--- src/rtl/led_sched_pkg.sv ---
// Shared types, default sizing and helpers for the LED pulse scheduler.
// The optional inter-pulse gap is enabled by defining LED_SCHED_GAP_EN.
package led_sched_pkg;

    typedef enum logic [1:0] {
        IDLE   = 2'd0,
        ACTIVE = 2'd1,
        DONE   = 2'd2,
        GAP    = 2'd3
    } sched_state_t;

    localparam int DEF_CHANNELS    = 6;
    localparam int DEF_COUNT_WIDTH = 32;
    localparam int DEF_GAP_CYCLES  = 1000;

    // A zero-length request still produces a one-cycle pulse.
    function automatic logic [63:0] dur_eff(input logic [63:0] d);
        return (d == 64'd0) ? 64'd1 : d;
    endfunction

endpackage

--- src/rtl/led_sched_rr_pick.sv ---
// Combinational round-robin picker: first set request at or above the pointer, wrapping.
module led_sched_rr_pick
    import led_sched_pkg::*;
#(
    parameter int CHANNELS = DEF_CHANNELS
) (
    input  logic [CHANNELS-1:0]         req,
    input  logic [$clog2(CHANNELS)-1:0] pointer,
    output logic                        valid,
    output logic [$clog2(CHANNELS)-1:0] index
);

    localparam int IDXW = $clog2(CHANNELS);

    logic [IDXW:0] cand;

    always_comb begin
        valid = 1'b0;
        index = '0;
        cand  = '0;
        for (int unsigned i = 0; i < CHANNELS; i++) begin
            // pointer + i is below 2*CHANNELS, so one subtraction wraps it
            cand = {1'b0, pointer} + (IDXW+1)'(i);
            if (cand >= (IDXW+1)'(CHANNELS))
                cand = cand - (IDXW+1)'(CHANNELS);
            if (!valid && req[cand[IDXW-1:0]]) begin
                valid = 1'b1;
                index = cand[IDXW-1:0];
            end
        end
    end

endmodule

--- src/rtl/led_pulse_scheduler.sv ---
// One shared timed pulser serving CHANNELS LED requesters round-robin.
// Define LED_SCHED_GAP_EN to insert GAP_CYCLES blank cycles after every pulse.
module led_pulse_scheduler
    import led_sched_pkg::*;
#(
    parameter int CHANNELS    = DEF_CHANNELS,
    parameter int COUNT_WIDTH = DEF_COUNT_WIDTH,
    parameter int GAP_CYCLES  = DEF_GAP_CYCLES
) (
    input  logic                            clock,
    input  logic                            reset_n,
    input  logic [CHANNELS-1:0]             req,
    input  logic [CHANNELS*COUNT_WIDTH-1:0] duration,
    output logic [CHANNELS-1:0]             ack,
    output logic [CHANNELS-1:0]             led,
    output logic                            busy,
    output logic [$clog2(CHANNELS)-1:0]     owner
);

    localparam int IDXW = $clog2(CHANNELS);
    localparam logic [COUNT_WIDTH-1:0] ONE = COUNT_WIDTH'(1);

    if (CHANNELS < 2 || CHANNELS > 16 || COUNT_WIDTH < 1 || COUNT_WIDTH > 64 || GAP_CYCLES < 0) begin : g_bad_params
        $error("led_pulse_scheduler: parameter out of range");
    end

`ifdef LED_SCHED_GAP_EN
    localparam logic [COUNT_WIDTH-1:0] GAP_LAST = COUNT_WIDTH'(dur_eff(64'(GAP_CYCLES)) - 64'd1);
`endif

    sched_state_t           state;
    logic [COUNT_WIDTH-1:0] counter;
    logic [COUNT_WIDTH-1:0] dur_lat;
    logic [IDXW-1:0]        rr_ptr;
    logic [IDXW-1:0]        rr_next;
    logic                   pick_valid;
    logic [IDXW-1:0]        pick_idx;
    logic [COUNT_WIDTH-1:0] pick_dur;

    function automatic logic [CHANNELS-1:0] onehot(input logic [IDXW-1:0] i);
        return CHANNELS'(1) << i;
    endfunction

    led_sched_rr_pick #(
        .CHANNELS (CHANNELS)
    ) u_pick (
        .req     (req),
        .pointer (rr_ptr),
        .valid   (pick_valid),
        .index   (pick_idx)
    );

    always_comb begin
        pick_dur = '0;
        for (int unsigned i = 0; i < CHANNELS; i++) begin
            if (IDXW'(i) == pick_idx)
                pick_dur = duration[i*COUNT_WIDTH +: COUNT_WIDTH];
        end
    end

    assign rr_next = (owner == IDXW'(CHANNELS - 1)) ? '0 : owner + IDXW'(1);

    always_ff @(posedge clock or negedge reset_n) begin
        if (!reset_n) begin
            state   <= IDLE;
            counter <= '0;
            dur_lat <= '0;
            rr_ptr  <= '0;
            owner   <= '0;
            led     <= '0;
            ack     <= '0;
            busy    <= 1'b0;
        end else begin
            ack <= '0;
            case (state)
                IDLE: begin
                    if (pick_valid) begin
                        owner   <= pick_idx;
                        dur_lat <= COUNT_WIDTH'(dur_eff(64'(pick_dur)));
                        counter <= '0;
                        led     <= onehot(pick_idx);
                        busy    <= 1'b1;
                        state   <= ACTIVE;
                    end
                end
                ACTIVE: begin
                    // Compare against the latched length so the counter never wraps
                    if (counter == dur_lat - ONE) begin
                        led   <= '0;
                        ack   <= onehot(owner);
                        state <= DONE;
                    end else begin
                        counter <= counter + ONE;
                    end
                end
                DONE: begin
                    rr_ptr <= rr_next;
`ifdef LED_SCHED_GAP_EN
                    counter <= '0;
                    state   <= GAP;
`else
                    busy  <= 1'b0;
                    state <= IDLE;
`endif
                end
`ifdef LED_SCHED_GAP_EN
                GAP: begin
                    if (counter == GAP_LAST) begin
                        busy  <= 1'b0;
                        state <= IDLE;
                    end else begin
                        counter <= counter + ONE;
                    end
                end
`endif
                default: begin
                    led   <= '0;
                    busy  <= 1'b0;
                    state <= IDLE;
                end
            endcase
        end
    end

endmodule

--- config.mk ---
export PLATFORM = sky130hd
export DESIGN_NAME = led_pulse_scheduler
export DESIGN_NICKNAME = d
export VERILOG_FILES = /design/src/rtl/led_sched_pkg.sv /design/src/rtl/led_sched_rr_pick.sv /design/src/rtl/led_pulse_scheduler.sv
export SDC_FILE = /design/constraint.sdc
export NUM_CORES = 1
export LEC_CHECK = 0
export BUFFER_PORTS_ARGS = -buffer_cell sky130_fd_sc_hd__clkbuf_2
export CORE_ASPECT_RATIO = 1.2
export CORE_MARGIN = 2
export CORE_UTILIZATION = 45
export DETAILED_ROUTE_END_ITERATION = 8
export GPL_ROUTABILITY_DRIVEN = 1
export GPL_TIMING_DRIVEN = 0
export PLACE_DENSITY = 0.71
export RECOVER_POWER = 25
export SLEW_MARGIN = 20
export SYNTH_ARGS = -nofsm -noshare
export SYNTH_HDL_FRONTEND = slang
export SYNTH_HIERARCHICAL = 1
export SYNTH_SLANG_ARGS = --single-unit
--- constraint.sdc ---
create_clock -name clock -period 13.46 [get_ports clock]
set_clock_uncertainty 0.1 [all_clocks]
set_input_delay 0.673 -clock clock [delete_from_list [all_inputs] [get_ports clock]]
set_output_delay 0.673 -clock clock [all_outputs]
set_load 0.005 [all_outputs]
; Word level (Yosys, flattened, before mapping)
; Index checks and enable logic that the tools add are counted.
[totals]
register_bits = 85
latch_bits = 0
mem_bits_rw = 0
mem_bits_ro = 0
wordCells = 120
mem_count = 0
[classes]
add_sub_neg = 14
mul = 0
div = 0
magnitude_cmp = 12
eq_ne = 12
shifts = 2
muxes = 51
n_bitwise = 2
reduce_logical = 19
[op_table]
columns = cell, n
row1 = $mux W32, 9
row2 = $pmux W32 S2, 1
row3 = $mux W3, 13
row4 = $add A32 B1 Y32 const B, 1
row5 = $eq A32 B32 Y1, 1
row6 = $logic_not A32 Y1, 1
row7 = $sub A32 B1 Y32 const B, 1
row8 = $lt A3 B4 Y1 const B, 6
row9 = $mux W6, 4
row10 = $ge A4 B3 Y1 const B, 5
row11 = $bmux W1 S3, 6
row12 = $pmux W6 S3, 1
row13 = $sub A3 B3 Y3 const B, 6
row14 = $mux W1, 13
row15 = $shl A1 B3 Y6 const A, 2
row16 = $add A3 B2 Y4 const B, 2
row17 = $add A3 B3 Y4 const B, 2
row18 = $eq A2 B3 Y1 const A, 2
row19 = $eq A3 B3 Y1 const A, 2
row20 = $ne A2 B2 Y1 const B, 3
row21 = $reduce_and A2 Y1, 3
row22 = $reduce_and A3 Y1, 2
row23 = $logic_and A1 B1 Y1, 5
row24 = $logic_not A1 Y1, 5
row25 = other kinds (14), 16

; Logic depth before layout (Yosys ltp)
[depth]
word_depth = 29
mapped_depth = 24
mapped_depth_nobuf = 18

; By module
; The synthesis kept the hierarchy.
[by_module_without_submodules]
columns = mod, instances, cells_each, area_each_um2
row1 = led_pulse_scheduler, 1, 758, 6617.6
row2 = led_sched_rr_pick, 1, 128, 942.2

; Worst setup path before layout
; No wires, ideal clock.
[synth_timing]
path_type = flip-flop to flip-flop
startpoint = reg rr_ptr[0]
endpoint = reg dur_lat[0]
setup_time_ps = 83
t_arrival_ps = 4951
slack_ps = 8326
path_stages_with_launch = 22
period_less_slack_ps = 5134
path_cell_list = dfrtp_1 buf_6 buf_2 inv_1 ha_1 buf_2 clkbuf_1 nor3_1 nor4_2 nor3b_4 o211ai_1 a21oi_1 clkbuf_1 buf_1 clkbuf_1 clkbuf_1 nor2_1 a221oi_1 nand4_1 nor4_1 a222oi_1 o21ai_0
[synth_between]
elab_chain_len = 29
elab_cells_between_ends = 72
cone_classes = add/sub (11) / order compare (6) / eq/ne (5) / mux (37) / reduce/logical (13)
[synth_lines]
columns = item, line_no
row1 = "start, declared", led_pulse_scheduler.sv:34  ; logic [IDXW-1:0] rr_ptr;
row2 = "start signal, assigned", led_pulse_scheduler.sv:97  ; rr_ptr <= rr_next;
row3 = branches (longest 19 deep; another with $add A3 B1 Y4), n/a
row4 = $mux W3 *, led_sched_rr_pick.sv:26  ; if (!valid && req[cand[IDXW-1:0]]) begin
row5 = via pick_idx[0], led_pulse_scheduler.sv:37  ; logic [IDXW-1:0] pick_idx;
row6 = $logic_not A3 Y1, led_pulse_scheduler.sv:56  ; if (IDXW'(i) == pick_idx)
row7 = $mux W32 (5 in a row), led_pulse_scheduler.sv:56
row8 = $mux W32 *, led_pulse_scheduler.sv:56
row9 = $logic_not A32 Y1, led_sched_pkg.sv:18  ; return (d == 64'd0) ? 64'd1 : d;
row10 = $mux W32 *, led_sched_pkg.sv:18
row11 = "end signal, assigned", led_pulse_scheduler.sv:79  ; dur_lat <= COUNT_WIDTH'(dur_eff(64'(pick_dur)));
row12 = "end, declared", led_pulse_scheduler.sv:33  ; logic [COUNT_WIDTH-1:0] dur_lat;
; Mark *: on every way through the listed nets, which the timed path passes. The select of a mux whose other input is x is not followed.
; A chain may end at the register's enable or synchronous reset.

; Worst setup path in the final report
; Same ends and word-level chain as after synthesis.

==> results.md <==
* Nets@finish at 1323
* Number of flops mapped to enable cells by yosys at 0
* Hold Crit Class: reg -> reg
* Post-Synth XOR/XNOR Area at 0.0612
* CP startpoint: rr_ptr[0]
* Main combinational cell family by area after synthesis: simple AND/OR/NAND/NOR gates
* Final worst slack at 6680 ps
* R2R cell count at 21
* Row cnt at 51
* First-pass GRT wire length at 40300 µm
* Ant. Diodes at 0
* Syn. warnings at 6
* Slew HR at -2.02
* Final Hold Fails at 0
* Clock root buffer: clkbuf_16
* Peak VDD IR at 60.9 µV
* Synth Area in Simple Gates at 0.262
* Switch Pwr at 0.000262 W
* GPL Wtd Cong at 0.911
* DP Wirelength at 20700 µm
* Layout cells sized above 1 at 0.284
* Setup TNS at 0 ps
* RR Endpoint: dur_lat[0]
* Sequential group share of total power at 0.382
* Core Area at 16300 µm²
* Layout Area Growth over Synthesis at 21.7%
* Slew Viols, Final at 86
* Crit path kind: reg -> reg
* Unrepaired setup endpoints after global routing: false
* Synth Area in Compound Gates at 0.198
* Fraction of registers with async set/reset at 1.00
* I/O pin count at 216
* DR vias at 7989
* CP max FO at 10
* Sw Ratio at 0.330
* Hold buffers post-CTS at 0
* Yosys cell types at 84
* Post-Synth Adder-Cell Area at 0.0182
* Clk pin slew, worst setup/hold paths at 60 ps
* Pre-CTS setup slack at 6820 ps
* Combinational cell fraction of total power at 0.299
* Setup-failing EPs final at 0
* Num CTS Buffers at 9
* WL per Instance at 19.3 µm
* CTS sink count at 85
* Post-route clock period utilization at 0.504
* Syn avg cell area at 8.53 µm²
* Type of destination of the critical path: flip-flop
* DRC at 0
* Crit path to: dur_lat[0]
* Pint at 0.000531 W
* Mux cell area share after synthesis at 0.124
* Design Power at 0.000793 W
* Post-synth top cells: dfrtp_1 (85), nand2_1 (83), nor2_1 (70), o21ai_0 (59), clkbuf_1 (42)
* Worst R2R Setup Slack at 6680 ps
* Synth Instances at 886
* Post-synthesis cell area at 7560 µm²
* Post-CTS setup buffer count at 0
* Syn Nets at 1097
* Most frequent cell after synthesis: dfrtp_1
* Clock Path Buffers at 2
* H-tree depth at 3
* Fmax at 0.148 GHz
* Outcome: complete, but fails checks
* IO Port Bufs at 215
* Initial Util at 0.463
* Clk pwr share at 0.319
* Multi-input logic area at 5010 µm²
* Max_cap viols at 1
* Chip Height at 146 µm
* Seq/Total Area, Yosys at 0.281
* Pre-antenna DRT Iters at 5
* Total grt overflow at 0
* Total track usage at 0.289
* Pwr/cell area at 86.3 nW/µm²
* Synth area leaders: dfrtp_1 (28%), mux4_2 (5.7%), nand2_1 (4.1%), o21ai_0 (3.9%), mux2i_1 (3.7%)
* Final wirelength at 25600 µm
* Synth Flop Type: dfrtp_1
* Die Span X at 122 µm
* Startpoint types: flip-flop
* # resized after CTS at 0
* CTS tree: yes
* Storage element area at 2130 µm²
* Starting DRT DRC Count at 605
* Post-route ant nets at 0
* Fillers at 1628
* Number of global-route vias before repair at 7772
* Initial antenna violation count at 0
* Number of synthesized register bits at 85
* Reg2reg start: rr_ptr[0]
* Synth area leader: dfrtp_1
* Top cell type's share of synthesized area at 0.281
* Tmin final at 6780 ps
* Failing checks: capacitance limit, slew limit
* Worst EP arrival at 6950 ps
* Clock latency at the later pin of the worst-skew pair at 350 ps
* Worst path required time at 13630 ps
* Largest net degree at the start of global routing at 86
* Leak at 4.07 nW
* Vias per cell at 6.02
* Worst slew pin tran at 4530 ps
* DIE AREA at 17900 µm²
## final cells by class
type | count | share of cell area
plain buffers | 70 | 0.0350
clock buffers | 10 | 0.0260
clock inverters | 5 | 0.00653
inverters | 26 | 0.0106
multi-input cells | 705 | 0.545
flip-flops and latches | 85 | 0.231
well taps | 212 | 0.0288
repair buffers | 215 | 0.117
## registers in the layout (all words and copies together) (netlist names)
signal and flops:
counter 32, dur_lat 32, ack 6, led 6
owner 3, rr_ptr 3, state 2, busy 1
## worst min path at each step
stage | from | to | depth (start not counted)
6_report | led[1] | led[1] | 1
5_1_grt | led[3] | led[3] | 1
4_1_cts | reset_n | counter[27] | 1
3_5_place_dp | led[1] | led[1] | 1
3_3_place_gp | led[3] | led[3] | 1
2_1_floorplan | reset_n | ack[0] | 0
## per-layer routing
layer	GRT usage	share of wire
met1	0.371	0.41
met2	0.468	0.49
met3	0.0466	0.064
met4	0.141	0.039
met5	0	0
## power by group through the flow
stage / Sequential, W / Combinational [W] / Clock [W]
finish: 0.000303 / 0.000238 / 0.000253
global route: 0.000306 / 0.000261 / 0.000267
CTS: 0.000302 / 0.000236 / 0.000256
detailed placement: 0.000307 / 0.000235 / 0
global placement: 0.000306 / 0.000231 / 0
floorplan: 0.000299 / 0.000157 / 0
## metrics by stage
stage               cells  utilization  area, µm²  hold WS (ps)
floorplan             886            -       7560           277
global placement     1313        0.545       8900           375
detailed placement   1313        0.545       8910           390
CTS                  1328        0.564       9210           296
global route         1328        0.563       9200           430
finish               1328        0.563       9200           403
## placed cells by master (no fill, tap or decap), drive strengths merged, types with 8 or more instances in the layout
cell,synthesis,final
a211oi,8,8
or3,19,19
nand4,29,29
or4,11,11
nor2b,15,15
o31ai,12,12
nand2,84,84
clkbuf,42,267
ha,11,11
o21ai,61,61
mux4,19,19
nand2b,12,12
a21oi,38,38
nor3,20,20
a22o,17,17
xor2,29,29
a22oi,14,14
a31oi,8,8
mux2,17,17
inv,26,27
mux2i,30,30
a221oi,14,14
and3,10,10
o211ai,15,15
nor4,25,25
xnor2,23,23
nor2,72,72
dfrtp,85,85
buf,28,28
nand3,26,26
## logic make-up after synthesis
| logic type | Yosys count |
|---|---|
| mux | 66 |
| compound gates | 220 |
| flops | 85 |
| xor+xnor | 52 |
| buf+inv | 96 |
| fa+ha+maj | 11 |
| simple gates | 356 |
## critical path, stage by stage, from the launching register on
cell and delay (ps):
dfrtp_1 450, buf_6 190, buf_2 240, inv_1 140, ha_1 300, buf_2 170
clkbuf_1 400, nor3_1 130, nor4_2 470, nor3b_4 370, o211ai_1 130, a21oi_1 140
clkbuf_1 380, buf_1 680, clkbuf_1 500, clkbuf_1 560, nor2_1 110, a221oi_1 410
nand4_1 180, nor4_1 310, a222oi_1 150, o21ai_0 180
No activity file was read; power rests on OpenSTA's default activity.
